===== src/rtl/spi_input_if.sv =====
// SPI slave bus: master-driven serial pins plus the byte/pixel stream produced by spi_input.
interface spi_input_if #(
  parameter int ADDR_BITS = 10
);
  logic                 SCK;
  logic                 SS;
  logic                 MOSI;
  logic [7:0]           SPI_in;
  logic                 shift_SPI;
  logic                 cost_request;
  logic [7:0]           pixel_data;
  logic [ADDR_BITS-1:0] pixel_addr;
  logic                 pixel_write;
  logic                 image_done;
  logic                 frame_error;

  modport master (
    output SCK, SS, MOSI,
    input  SPI_in, shift_SPI, cost_request, pixel_data, pixel_addr,
           pixel_write, image_done, frame_error
  );

  modport slave (
    input  SCK, SS, MOSI,
    output SPI_in, shift_SPI, cost_request, pixel_data, pixel_addr,
           pixel_write, image_done, frame_error
  );
endinterface


===== src/rtl/spi_input.sv =====
// Mode-0 SPI slave that decodes a command byte per frame and streams image pixels
// into a write port; SPI pins are oversampled by clk (>= 4x SCK).
module spi_input #(
  parameter int NUM_PIXELS = 784,
  parameter int ADDR_BITS  = 10
) (
  input  logic        clk,
  input  logic        n_rst,
  spi_input_if.slave  bus
);

  typedef enum logic [1:0] {IDLE, CMD, PIXELS, DISCARD} state_t;

  localparam logic [7:0]           CMD_COST   = 8'h01;
  localparam logic [7:0]           CMD_IMAGE  = 8'h02;
  localparam logic [ADDR_BITS-1:0] LAST_ADDR  = ADDR_BITS'(NUM_PIXELS - 1);

  logic [2:0]           sck_sync_reg;
  logic [1:0]           ss_sync_reg;
  logic [1:0]           mosi_sync_reg;
  logic [1:0]           warm_reg;
  logic                 armed_reg;
  state_t               state_reg;
  logic [2:0]           bit_cnt_reg;
  logic [6:0]           shift_reg;
  logic [ADDR_BITS-1:0] pix_cnt_reg;
  logic [7:0]           spi_in_reg;
  logic                 shift_spi_reg;
  logic                 cost_request_reg;
  logic [7:0]           pixel_data_reg;
  logic [ADDR_BITS-1:0] pixel_addr_reg;
  logic                 pixel_write_reg;
  logic                 image_done_reg;
  logic                 frame_error_reg;

  logic       sck_rise;
  logic       ss_s;
  logic       mosi_s;
  logic [7:0] byte_next;

  assign sck_rise  = sck_sync_reg[1] & ~sck_sync_reg[2];
  assign ss_s      = ss_sync_reg[1];
  assign mosi_s    = mosi_sync_reg[1];
  // The eighth bit goes straight into SPI_in, so only seven bits need holding.
  assign byte_next = {shift_reg, mosi_s};

  always_ff @(posedge clk or negedge n_rst) begin
    if (!n_rst) begin
      sck_sync_reg  <= 3'b000;
      ss_sync_reg   <= 2'b11;
      mosi_sync_reg <= 2'b00;
    end else begin
      sck_sync_reg  <= {sck_sync_reg[1:0], bus.SCK};
      ss_sync_reg   <= {ss_sync_reg[0], bus.SS};
      mosi_sync_reg <= {mosi_sync_reg[0], bus.MOSI};
    end
  end

  // A frame may only start after SS has genuinely been seen high since reset,
  // so the reset value of the synchronizer cannot fake a falling edge.
  always_ff @(posedge clk or negedge n_rst) begin
    if (!n_rst) begin
      warm_reg  <= 2'd0;
      armed_reg <= 1'b0;
    end else begin
      if (warm_reg != 2'd2) warm_reg <= warm_reg + 2'd1;
      if (warm_reg == 2'd2 && ss_s) armed_reg <= 1'b1;
      else if (!ss_s)               armed_reg <= 1'b0;
    end
  end

  always_ff @(posedge clk or negedge n_rst) begin
    if (!n_rst) begin
      state_reg        <= IDLE;
      bit_cnt_reg      <= 3'd0;
      shift_reg        <= 7'd0;
      pix_cnt_reg      <= '0;
      spi_in_reg       <= 8'h00;
      shift_spi_reg    <= 1'b0;
      cost_request_reg <= 1'b0;
      pixel_data_reg   <= 8'h00;
      pixel_addr_reg   <= '0;
      pixel_write_reg  <= 1'b0;
      image_done_reg   <= 1'b0;
      frame_error_reg  <= 1'b0;
    end else begin
      shift_spi_reg    <= 1'b0;
      cost_request_reg <= 1'b0;
      pixel_write_reg  <= 1'b0;
      image_done_reg   <= 1'b0;
      frame_error_reg  <= 1'b0;

      if (ss_s) begin
        // Deselect has priority over any coincident SCK edge.
        if (state_reg != IDLE && bit_cnt_reg != 3'd0) frame_error_reg <= 1'b1;
        state_reg   <= IDLE;
        bit_cnt_reg <= 3'd0;
        shift_reg   <= 7'd0;
      end else begin
        case (state_reg)
          IDLE: begin
            if (armed_reg) begin
              state_reg   <= CMD;
              bit_cnt_reg <= 3'd0;
              shift_reg   <= 7'd0;
            end
          end
          default: begin
            if (sck_rise) begin
              shift_reg   <= byte_next[6:0];
              bit_cnt_reg <= bit_cnt_reg + 3'd1;
              if (bit_cnt_reg == 3'd7) begin
                spi_in_reg    <= byte_next;
                shift_spi_reg <= 1'b1;
                case (state_reg)
                  CMD: begin
                    if (byte_next == CMD_COST) begin
                      cost_request_reg <= 1'b1;
                      state_reg        <= DISCARD;
                    end else if (byte_next == CMD_IMAGE) begin
                      pix_cnt_reg <= '0;
                      state_reg   <= PIXELS;
                    end else begin
                      state_reg <= DISCARD;
                    end
                  end
                  PIXELS: begin
                    pixel_write_reg <= 1'b1;
                    pixel_data_reg  <= byte_next;
                    pixel_addr_reg  <= pix_cnt_reg;
                    pix_cnt_reg     <= pix_cnt_reg + ADDR_BITS'(1);
                    if (pix_cnt_reg == LAST_ADDR) begin
                      image_done_reg <= 1'b1;
                      state_reg      <= DISCARD;
                    end
                  end
                  default: ;
                endcase
              end
            end
          end
        endcase
      end
    end
  end

  assign bus.SPI_in       = spi_in_reg;
  assign bus.shift_SPI    = shift_spi_reg;
  assign bus.cost_request = cost_request_reg;
  assign bus.pixel_data   = pixel_data_reg;
  assign bus.pixel_addr   = pixel_addr_reg;
  assign bus.pixel_write  = pixel_write_reg;
  assign bus.image_done   = image_done_reg;
  assign bus.frame_error  = frame_error_reg;

endmodule


===== src/flat_wrapper.sv =====
// flat-port wrapper written by rule: the top's interface ports become plain ports
module spi_input_flat 
#(
  parameter int NUM_PIXELS = 784,
  parameter int ADDR_BITS  = 10
)
  (clk, n_rst, bus_SCK, bus_SS, bus_MOSI, bus_SPI_in, bus_shift_SPI, bus_cost_request, bus_pixel_data, bus_pixel_addr, bus_pixel_write, bus_image_done, bus_frame_error);
  spi_input_if #(.ADDR_BITS(ADDR_BITS)) bus_i ();
  input  logic clk;
  input  logic n_rst;
  input wire logic [$bits(bus_i.SCK)-1:0] bus_SCK;
  input wire logic [$bits(bus_i.SS)-1:0] bus_SS;
  input wire logic [$bits(bus_i.MOSI)-1:0] bus_MOSI;
  output wire logic [$bits(bus_i.SPI_in)-1:0] bus_SPI_in;
  output wire logic [$bits(bus_i.shift_SPI)-1:0] bus_shift_SPI;
  output wire logic [$bits(bus_i.cost_request)-1:0] bus_cost_request;
  output wire logic [$bits(bus_i.pixel_data)-1:0] bus_pixel_data;
  output wire logic [$bits(bus_i.pixel_addr)-1:0] bus_pixel_addr;
  output wire logic [$bits(bus_i.pixel_write)-1:0] bus_pixel_write;
  output wire logic [$bits(bus_i.image_done)-1:0] bus_image_done;
  output wire logic [$bits(bus_i.frame_error)-1:0] bus_frame_error;
  assign bus_i.SCK = bus_SCK;
  assign bus_i.SS = bus_SS;
  assign bus_i.MOSI = bus_MOSI;
  assign bus_SPI_in = bus_i.SPI_in;
  assign bus_shift_SPI = bus_i.shift_SPI;
  assign bus_cost_request = bus_i.cost_request;
  assign bus_pixel_data = bus_i.pixel_data;
  assign bus_pixel_addr = bus_i.pixel_addr;
  assign bus_pixel_write = bus_i.pixel_write;
  assign bus_image_done = bus_i.image_done;
  assign bus_frame_error = bus_i.frame_error;
  spi_input #(.NUM_PIXELS(NUM_PIXELS), .ADDR_BITS(ADDR_BITS)) u_core (.clk(clk), .n_rst(n_rst), .bus(bus_i));
endmodule

===== config.mk =====
export PLATFORM = sky130hd
export DESIGN_NAME = spi_input_flat
export DESIGN_NICKNAME = d
export VERILOG_FILES = /design/src/rtl/spi_input_if.sv /design/src/rtl/spi_input.sv /design/src/flat_wrapper.sv
export SDC_FILE = /design/constraint.sdc
export NUM_CORES = 1
export LEC_CHECK = 0
export BUFFER_PORTS_ARGS = -buffer_cell sky130_fd_sc_hd__clkbuf_2
export CAP_MARGIN = 30
export CELL_PAD_IN_SITES_DETAIL_PLACEMENT = 0
export CELL_PAD_IN_SITES_GLOBAL_PLACEMENT = 1
export CORE_MARGIN = 2
export CORE_UTILIZATION = 45
export DETAILED_ROUTE_END_ITERATION = 10
export MAX_ROUTING_LAYER = met4
export PLACE_DENSITY_LB_ADDON = 0.1
export SYNTH_ARGS = -nofsm -noshare
export SYNTH_HDL_FRONTEND = slang
export SYNTH_SLANG_ARGS = --single-unit

===== constraint.sdc =====
create_clock -name clk -period 6.1 [get_ports clk]
set_input_delay 0.61 -clock clk [delete_from_list [all_inputs] [get_ports clk]]
set_output_delay 0.61 -clock clk [all_outputs]
set_load 0.02 [all_outputs]

### After elaboration in Yosys (flattened, before gate mapping)

Cells that the tools add are included.

| word-level totals | value |
|---|---|
| register bits after elaboration | 63 |
| input bits | 5 |
| output and inout bits | 31 |

| cells by class | value |
|---|---|
| add/subtract/negate cells | 3 |
| equality and inequality tests | 13 |
| multiplexer cells | 45 |
| bitwise gates (word level) | 4 |
| reductions and logical operators | 14 |

Operator list:

| cell | count |
|---|---|
| $mux W7 | 4 |
| $mux W1 | 26 |
| $mux W10 | 2 |
| $pmux W10 S2 | 1 |
| $mux W2 | 7 |
| $mux W3 | 4 |
| $add A10 B1 Y10 const B | 1 |
| $eq A10 B10 Y1 const B | 1 |
| $reduce_and A5 Y1 | 2 |
| $reduce_bool A3 Y1 | 3 |
| $eq A8 B1 Y1 const B | 1 |
| $eq A8 B2 Y1 const B | 1 |
| $reduce_and A7 Y1 | 1 |
| $ne A2 B2 Y1 const B | 3 |
| $eq A2 B2 Y1 const B | 2 |
| $ne A4 B2 Y1 const B | 1 |
| $pmux W2 S2 | 1 |
| $reduce_and A4 Y1 | 1 |
| $reduce_bool A2 Y1 | 2 |
| $reduce_bool A4 Y1 | 1 |
| $add A3 B1 Y3 const B | 1 |
| $eq A3 B3 Y1 const B | 1 |
| $ne A3 B1 Y1 const B | 1 |
| $not A1 Y1 | 3 |
| 7 further kinds | 8 |

### Depth between registers and ports, before layout

Gate-level depths: netlist of the first run.

| depth | value |
|---|---|
| word-level depth | 8 |
| depth in mapped cells | 8 |
| mapped depth without buffers | 7 |

### Worst setup path after synthesis of the first run

OpenSTA, ideal clock, no wires.

| timing | value |
|---|---|
| kind | register -> register |
| from | register u_core.state_reg[0] |
| to | register u_core.pixel_addr_reg[0], in the netlist u_core.bus.pixel_addr[0] |
| setup time | 0.125 ns |
| arrival time | 1.837 ns |
| data required time | 5.975 ns |
| setup slack | 4.138 ns |
| stages on the path, launching flop included | 9 |
| period minus slack after synthesis | 1.962 ns |
| cells stage by stage | dfrtp_1 > inv_1 > ha_1 > nor4b_4 > nand2_4 > inv_2 > nand2_2 > buf_6 > mux2_4 |

| between the ends | value |
|---|---|
| word-level cells in the longest chain between the ends | 3 |
| elaborated cells on any way between the ends | 4 |
| classes of those cells | 1 x eq/ne; 1 x bitwise; 2 x reduce/logical |

RTL lines:

| element | line | text |
|---|---|---|
| start: declaration | spi_input.sv:23 | `state_t state_reg;` |
| start signal: assignment | spi_input.sv:74 | `state_reg <= IDLE;` |
| start signal: assignment | spi_input.sv:96 | `state_reg <= IDLE;` |
| start signal: assignment | spi_input.sv:103 | `state_reg <= CMD;` |
| $logic_not A2 Y1 | spi_input.sv:100 | `case (state_reg)` |
| $not A1 Y1 (no line) | - |  |
| $reduce_and A5 Y1 (no line) * | - |  |
| end signal: assignment | spi_input.sv:130 | `pixel_addr_reg <= pix_cnt_reg;` |
| end: declaration | spi_input.sv:31 | `logic [ADDR_BITS-1:0] pixel_addr_reg;` |

Every way passes the cells marked *; elsewhere a longest branch is shown, timed or not.
A chain may end at the register's enable or synchronous reset.

### Final worst setup path of the first run

| timing | value |
|---|---|
| from | register u_core.state_reg[0] |
| to | register u_core.pixel_data_reg[2], in the netlist u_core.bus.pixel_data[2] |

| between the ends | value |
|---|---|
| word-level cells in the longest chain between the ends | 3 |
| elaborated cells on any way between the ends | 4 |
| classes of those cells | 1 x eq/ne; 1 x bitwise; 2 x reduce/logical |

RTL lines:

| element | line | text |
|---|---|---|
| $logic_not A2 Y1 | spi_input.sv:100 |  |
| $not A1 Y1 (no line) | - |  |
| $reduce_and A5 Y1 (no line) * | - |  |
| end signal: assignment | spi_input.sv:129 | `pixel_data_reg <= byte_next;` |
| end: declaration | spi_input.sv:30 | `logic [7:0] pixel_data_reg;` |

Marked as above.

==> flow_summary.ini, run 1 <==
[clocking]
cts_resized = 0
cts_hold_buf = 0
cts_num_sinks = 63
cts_tree = done
clock_path_buffers = 2
cts_setup_buffers = 0
insertion_delay_ns = 0.33
cts_root_buf = clkbuf_8
cts_buffers = 9
htreeDepth = 3
cts.clk_slew.worst_paths_ns = 0.07

[floorplan]
die-area_um2 = 6760
core-area_um2 = 5920
die_x_um = 82.2
fp-row-count = 28
die_y_um = 82.2
io_pins = 36
start_util_pct = 46.5

[synthesis]
async_flop_share_pct = 100
seq_area_frac_synth_pct = 57.4
synth_seq_cells = 63
yosys.area.top_type_share_pct = 55.5
synth_top_cells_by_count = dfrtp_1, nand2_1, mux2_4, o21ai_0, inv_1
synth_edf_count = 0
yosys.area.top_type = dfrtp_1
synth_cell_types = 40
syn_inst = 218
synth_most_common_cell = dfrtp_1
ys_warn_count = 0
synth.avg_cell_area_um2 = 12.6
synth_top_flop_cell = dfrtp_1
synthTopCellsByArea = dfrtp_1, mux2_4, mux2_2
synth_area_um2 = 2750
synth_nets = 231

[worst_setup_path]
worstRegToRegCells = 7
worst_path_dominant_cell_family = simple AND/OR/NAND/NOR gates
worst-setup-path-type = register to register
worst_setup_path_start_kind = register
r2r_slack_ns = 3.59
end_kind = register
worstPathArrival_ns = 2.72
path_buf_inv = 2
reg2reg_to = u_core.bus.pixel_data[2]
critPathLaunch = u_core.state_reg[0]
cpPeakStageDelay_ns = 0.52
required_ns = 6.31
crit_chain = inv_1, ha_1, nor4b_4, nand2_4, inv_2, nand2_2, mux2_4
worstPathMaxFanout = 20
cp_slowest_cell = nor4b_4
reg2reg_from = u_core.state_reg[0]

[place]
dp_hpwl_mm = 3.57
gp_congestion = 0.766
portBuffers = 35
place_area_um2 = 2990

[timing]
post-route-min-period_ns = 2.51
max_slew.worst_pin.slew_ns = 0.764
slew_violations = 0
finalCritPeriodShare_pct = 41.1
setup-tns-final_ns = 0
hold_violations = 0
setup_viol = 0
rsz0062_at_grt = false
fmax_mhz = 399
clock_skew_ns = 0.00805
relSlewSlack_pct = 49.1

[finish]
diodes = 0
fillers = 514
layout.nets = 272
drive_gt1_share_pct = 32.7
fin_area_um2 = 3190
syn_to_final_growth_pct = 15.8

[run_status]
status = complete, no violations

[route]
drc_errors = 0
drtIter0Drc = 99
routed_wirelength_mm = 5.19
viasPerCell = 5.34
first_pass_iters = 4
dr_total_vias = 1806
ant_nets = 0
wire_per_inst_um = 15.3

[global_route]
grt_max_degree = 64
grt_pass1_wl_mm = 8.48
grt_util_all_layers_pct = 17.8
grt_pass1_vias = 1709
globalRouteOverflowTotal = 0
antenna_found_initial = 0

[power]
power.density_nw_per_um2 = 289
power.total_w = 0.000921
irDropWorstVdd_v = 0.000149
p_leak_nw = 1.61

[run]
maxCapViolCount = 0

[min_path]
holdCritStartpoint = u_core.sck_sync_reg[0]
hold_depth = 0
hold_class = register to register
hold_path_end = u_core.sck_sync_reg[1]
==> per-layer routing <==
layer  track usage [%]  up-vias  wire [um]
met4              9.00        0         89
li1                  -      866          -
met2              24.3       44       2250
met3              4.24        8        186
met5                 -        -          0
met1              24.8      888       2660
==> cells by family (layout without fill, tap and decap cells) <==
logic type / after synthesis / count (layout) / share of synthesized area (%)
flip-flops: 63 / 63 / 57.4
AND/OR/NAND/NOR: 60 / 60 / 12.1
AO/OA/AOI/OAI: 42 / 42 / 10.2
multiplexers: 27 / 27 / 13.5
buffers and inverters: 17 / 62 / 2.91
adder cells (fa/ha/maj): 8 / 8 / 3.64
XOR/XNOR: 1 / 1 / 0.318
==> worst register-to-register path, delay by kind of cell (launching register included) <==
kind	cells	cell delay, ns
AND/OR/NAND/NOR	3	1.08
multiplexers	1	0.45
flip-flops	1	0.36
adder cells (fa/ha/maj)	1	0.30
buffers and inverters	2	0.19
==> placed cells by master, fill, tap and decap left out, drive strengths merged, types with 3 or more instances in the layout <==
cell type and n:
nand3 9, o211ai 6, nor3 4, mux2 27, a22o 7, clkinv 3
inv 11, ha 8, nor4b 4, dfrtp 61, nor2 6, nand2 26
o21ai 18, clkbuf 46
==> report_power, final <==
group	internal (W)	leakage [nW]	total [W]	switching [W]
Clock	0.000206	0.105	0.000356	0.000150
Sequential	0.000430	0.852	0.000441	0.0000109
Combinational	0.0000396	0.655	0.000124	0.0000845
Total	0.000676	1.61	0.000921	0.000245
==> how the worst max path moves through the flow <==
stage                                    end  depth (start not counted)
floorplan           u_core.bus.pixel_addr[0]                          8
global placement    u_core.bus.pixel_addr[8]                          7
detailed placement  u_core.bus.pixel_data[2]                          7
CTS                 u_core.bus.pixel_data[2]                          7
global route        u_core.bus.pixel_data[2]                          7
finish              u_core.bus.pixel_data[2]                          7
==> cell type report <==
cell class / count / area (um^2) / area share [%]
Inverter: 11 / 41.3 / 1.30
Multi-Input combinational cell: 138 / 1090 / 34.3
Clock inverter: 4 / 45.0 / 1.41
Timing Repair Buffer: 36 / 183 / 5.73
Tap cell: 75 / 93.8 / 2.95
Clock buffer: 11 / 151 / 4.75
Sequential cell: 63 / 1580 / 49.6
==> stage by stage <==
step	setup WS [ns]	utilization, %	hold slack (ns)	std cells
4_1_cts	3.56	53.8	0.339	338
6_report	3.59	53.8	0.348	338
3_3_place_gp	3.69	50.5	0.332	323
3_5_place_dp	3.58	50.5	0.337	323
5_1_grt	3.38	53.8	0.330	338
2_1_floorplan	4.14	-	0.314	218
Power figures use the tool's default switching activity.
==> run 2, diff against run 1 <==
--- a/config.mk
+++ b/config.mk
@@ -10,7 +10,7 @@
 export CELL_PAD_IN_SITES_DETAIL_PLACEMENT = 0
 export CELL_PAD_IN_SITES_GLOBAL_PLACEMENT = 1
 export CORE_MARGIN = 2
-export CORE_UTILIZATION = 45
+export CORE_UTILIZATION = 41
 export DETAILED_ROUTE_END_ITERATION = 10
 export MAX_ROUTING_LAYER = met4
 export PLACE_DENSITY_LB_ADDON = 0.1
==> constraint.sdc (replaced) <==
create_clock -name clk -period 2.2 [get_ports clk]
set_input_delay 0.22 -clock clk [delete_from_list [all_inputs] [get_ports clk]]
set_output_delay 0.22 -clock clk [all_outputs]
set_load 0.02 [all_outputs]
==> flow_summary.ini, run 2 (synthesis gave the netlist of run 1 again) <==
[finish]
drive_gt1_share_pct = 34.3
layout.nets = 286
diodes = 0
fin_util_pct = 51.6
fillers = 579
fin_area_um2 = 3320
layout_commonest_cell = dfrtp_1
final_cell_mix = dfrtp_1, clkbuf_2, nand2_1, o21ai_0, mux2_4
syn_to_final_growth_pct = 20.6

[min_path]
hold_path_end = u_core.sck_sync_reg[1]
hold_class = register to register
hold_depth = 0
holdCritStartpoint = u_core.sck_sync_reg[0]

[clocking]
cts_tree = done
cts_buffers = 9
cts_num_sinks = 63
cts_root_buf = clkbuf_8
htreeDepth = 3
clock_path_buffers = 2
cts.clk_slew.worst_paths_ns = 0.06
insertion_delay_ns = 0.34
cts_resized = 0

[timing]
setup_slack_ns = 0.268
finalCritPeriodShare_pct = 87.8
relSlewSlack_pct = 61.7
setup_viol = 0
rsz0062_at_grt = false
max_slew.worst_pin.slew_ns = 0.573
setup-tns-final_ns = 0
slew_violations = 0
fmax_mhz = 518
post-route-min-period_ns = 1.93
hold_violations = 0
clock_skew_ns = 0.00804

[route]
first_pass_iters = 4
drc_errors = 0
routed_wirelength_mm = 5.53
wire_per_inst_um = 15.6
dr_total_vias = 1845
ant_nets = 0
drtIter0Drc = 54
viasPerCell = 5.21

[worst_setup_path]
worst_setup_path_start_kind = register
reg2reg_from = u_core.state_reg[0]
worstPathArrival_ns = 2.21
required_ns = 2.47
r2r_slack_ns = 0.27
end_kind = register
reg2reg_to = u_core.pix_cnt_reg[5]
worstRegToRegCells = 6
worst-setup-path-type = register to register
worstPathMaxFanout = 7

[global_route]
grt_util_all_layers_pct = 17.2
grt_pass1_vias = 1797
globalRouteOverflowTotal = 0
grt_pass1_wl_mm = 9.37
antenna_found_initial = 0
grt_max_degree = 64

[floorplan]
fp-row-count = 29
io_pins = 36
start_util_pct = 42.8
die_y_um = 85.9
core-area_um2 = 6420
die_x_um = 85.9
die-area_um2 = 7380

[power]
internal_power_w = 0.00192
p_leak_nw = 1.67
irDropWorstVdd_v = 0.000399
switching_share_pct = 27.0
clkPwrFrac_pct = 38.2
seqPwrFrac_pct = 46.2
comb_power_share_pct = 15.6
power.switching_w = 0.000712
power.density_nw_per_um2 = 794

[place]
place_area_um2 = 3080
gp_congestion = 0.827
dp_hpwl_mm = 3.74
portBuffers = 35
dp_slack_ns = 0.300

[run_status]
status = complete, no violations

[run]
maxCapViolCount = 0
[run 2: cell type report]
| type | count | area, um^2 | share of cell area [%] |
|---|---|---|---|
| inverter | 11 | 41.3 | 1.24 |
| sequential | 63 | 1580 | 47.6 |
| tap | 77 | 96.3 | 2.90 |
| multi-input combinational | 138 | 1090 | 32.9 |
| clock buffer | 12 | 155 | 4.68 |
| timing repair buffer | 50 | 310 | 9.35 |
| clock inverter | 3 | 42.5 | 1.28 |
[run 2: worst max-delay path by stage]
stage	start	to	depth (start not counted)
after global routing	u_core.state_reg[0]	u_core.pix_cnt_reg[5]	6
after global placement	u_core.state_reg[0]	u_core.pix_cnt_reg[8]	6
after CTS	u_core.state_reg[0]	u_core.pix_cnt_reg[5]	6
after floorplan	u_core.state_reg[0]	u_core.bus.pixel_addr[0]	8
after detailed placement	u_core.state_reg[1]	u_core.bus.pixel_data[4]	8
final	u_core.state_reg[0]	u_core.pix_cnt_reg[5]	6
[run 2: layer usage]
| layer | global-route usage (%) | wire length, um | up-vias |
|---|---|---|---|
| met5 | - | 0 | - |
| met4 | 8.23 | 117 | 0 |
| met3 | 4.14 | 204 | 11 |
| met2 | 22.6 | 2370 | 39 |
| met1 | 24.9 | 2840 | 900 |
| li1 | - | - | 895 |
[run 2: power groups by stage]
stage	Combinational (W)	Clock, W	Sequential [W]
6_report	0.000412	0.00101	0.00122
4_1_cts	0.000417	0.00104	0.00122
3_5_place_dp	0.000410	0	0.00124
2_1_floorplan	0.000255	0	0.00124
3_3_place_gp	0.000411	0	0.00124
5_1_grt	0.000471	0.00109	0.00122
[run 2: critical path: stages, from the launching register on]
cell     delay (ns)
dfrtp_1        0.35
inv_1          0.08
ha_1           0.24
nor4b_4        0.38
nand3_1        0.31
nor3_2         0.33
a22o_1         0.19
[run 2: metrics by stage]
step | std cells | hold slack [ns] | power [W]
after global routing | 354 | 0.357 | 0.00278
after floorplan | 218 | -0.0756 | 0.00149
after detailed placement | 335 | 0.262 | 0.00165
after CTS | 354 | 0.352 | 0.00267
final | 354 | 0.350 | 0.00264
after global placement | 335 | 0.266 | 0.00165
[run 2: what timing repair did]
item	in CTS	in global routing
hold buffers	4	0
setup buffers	0	0
hold endpoints to repair	64	0
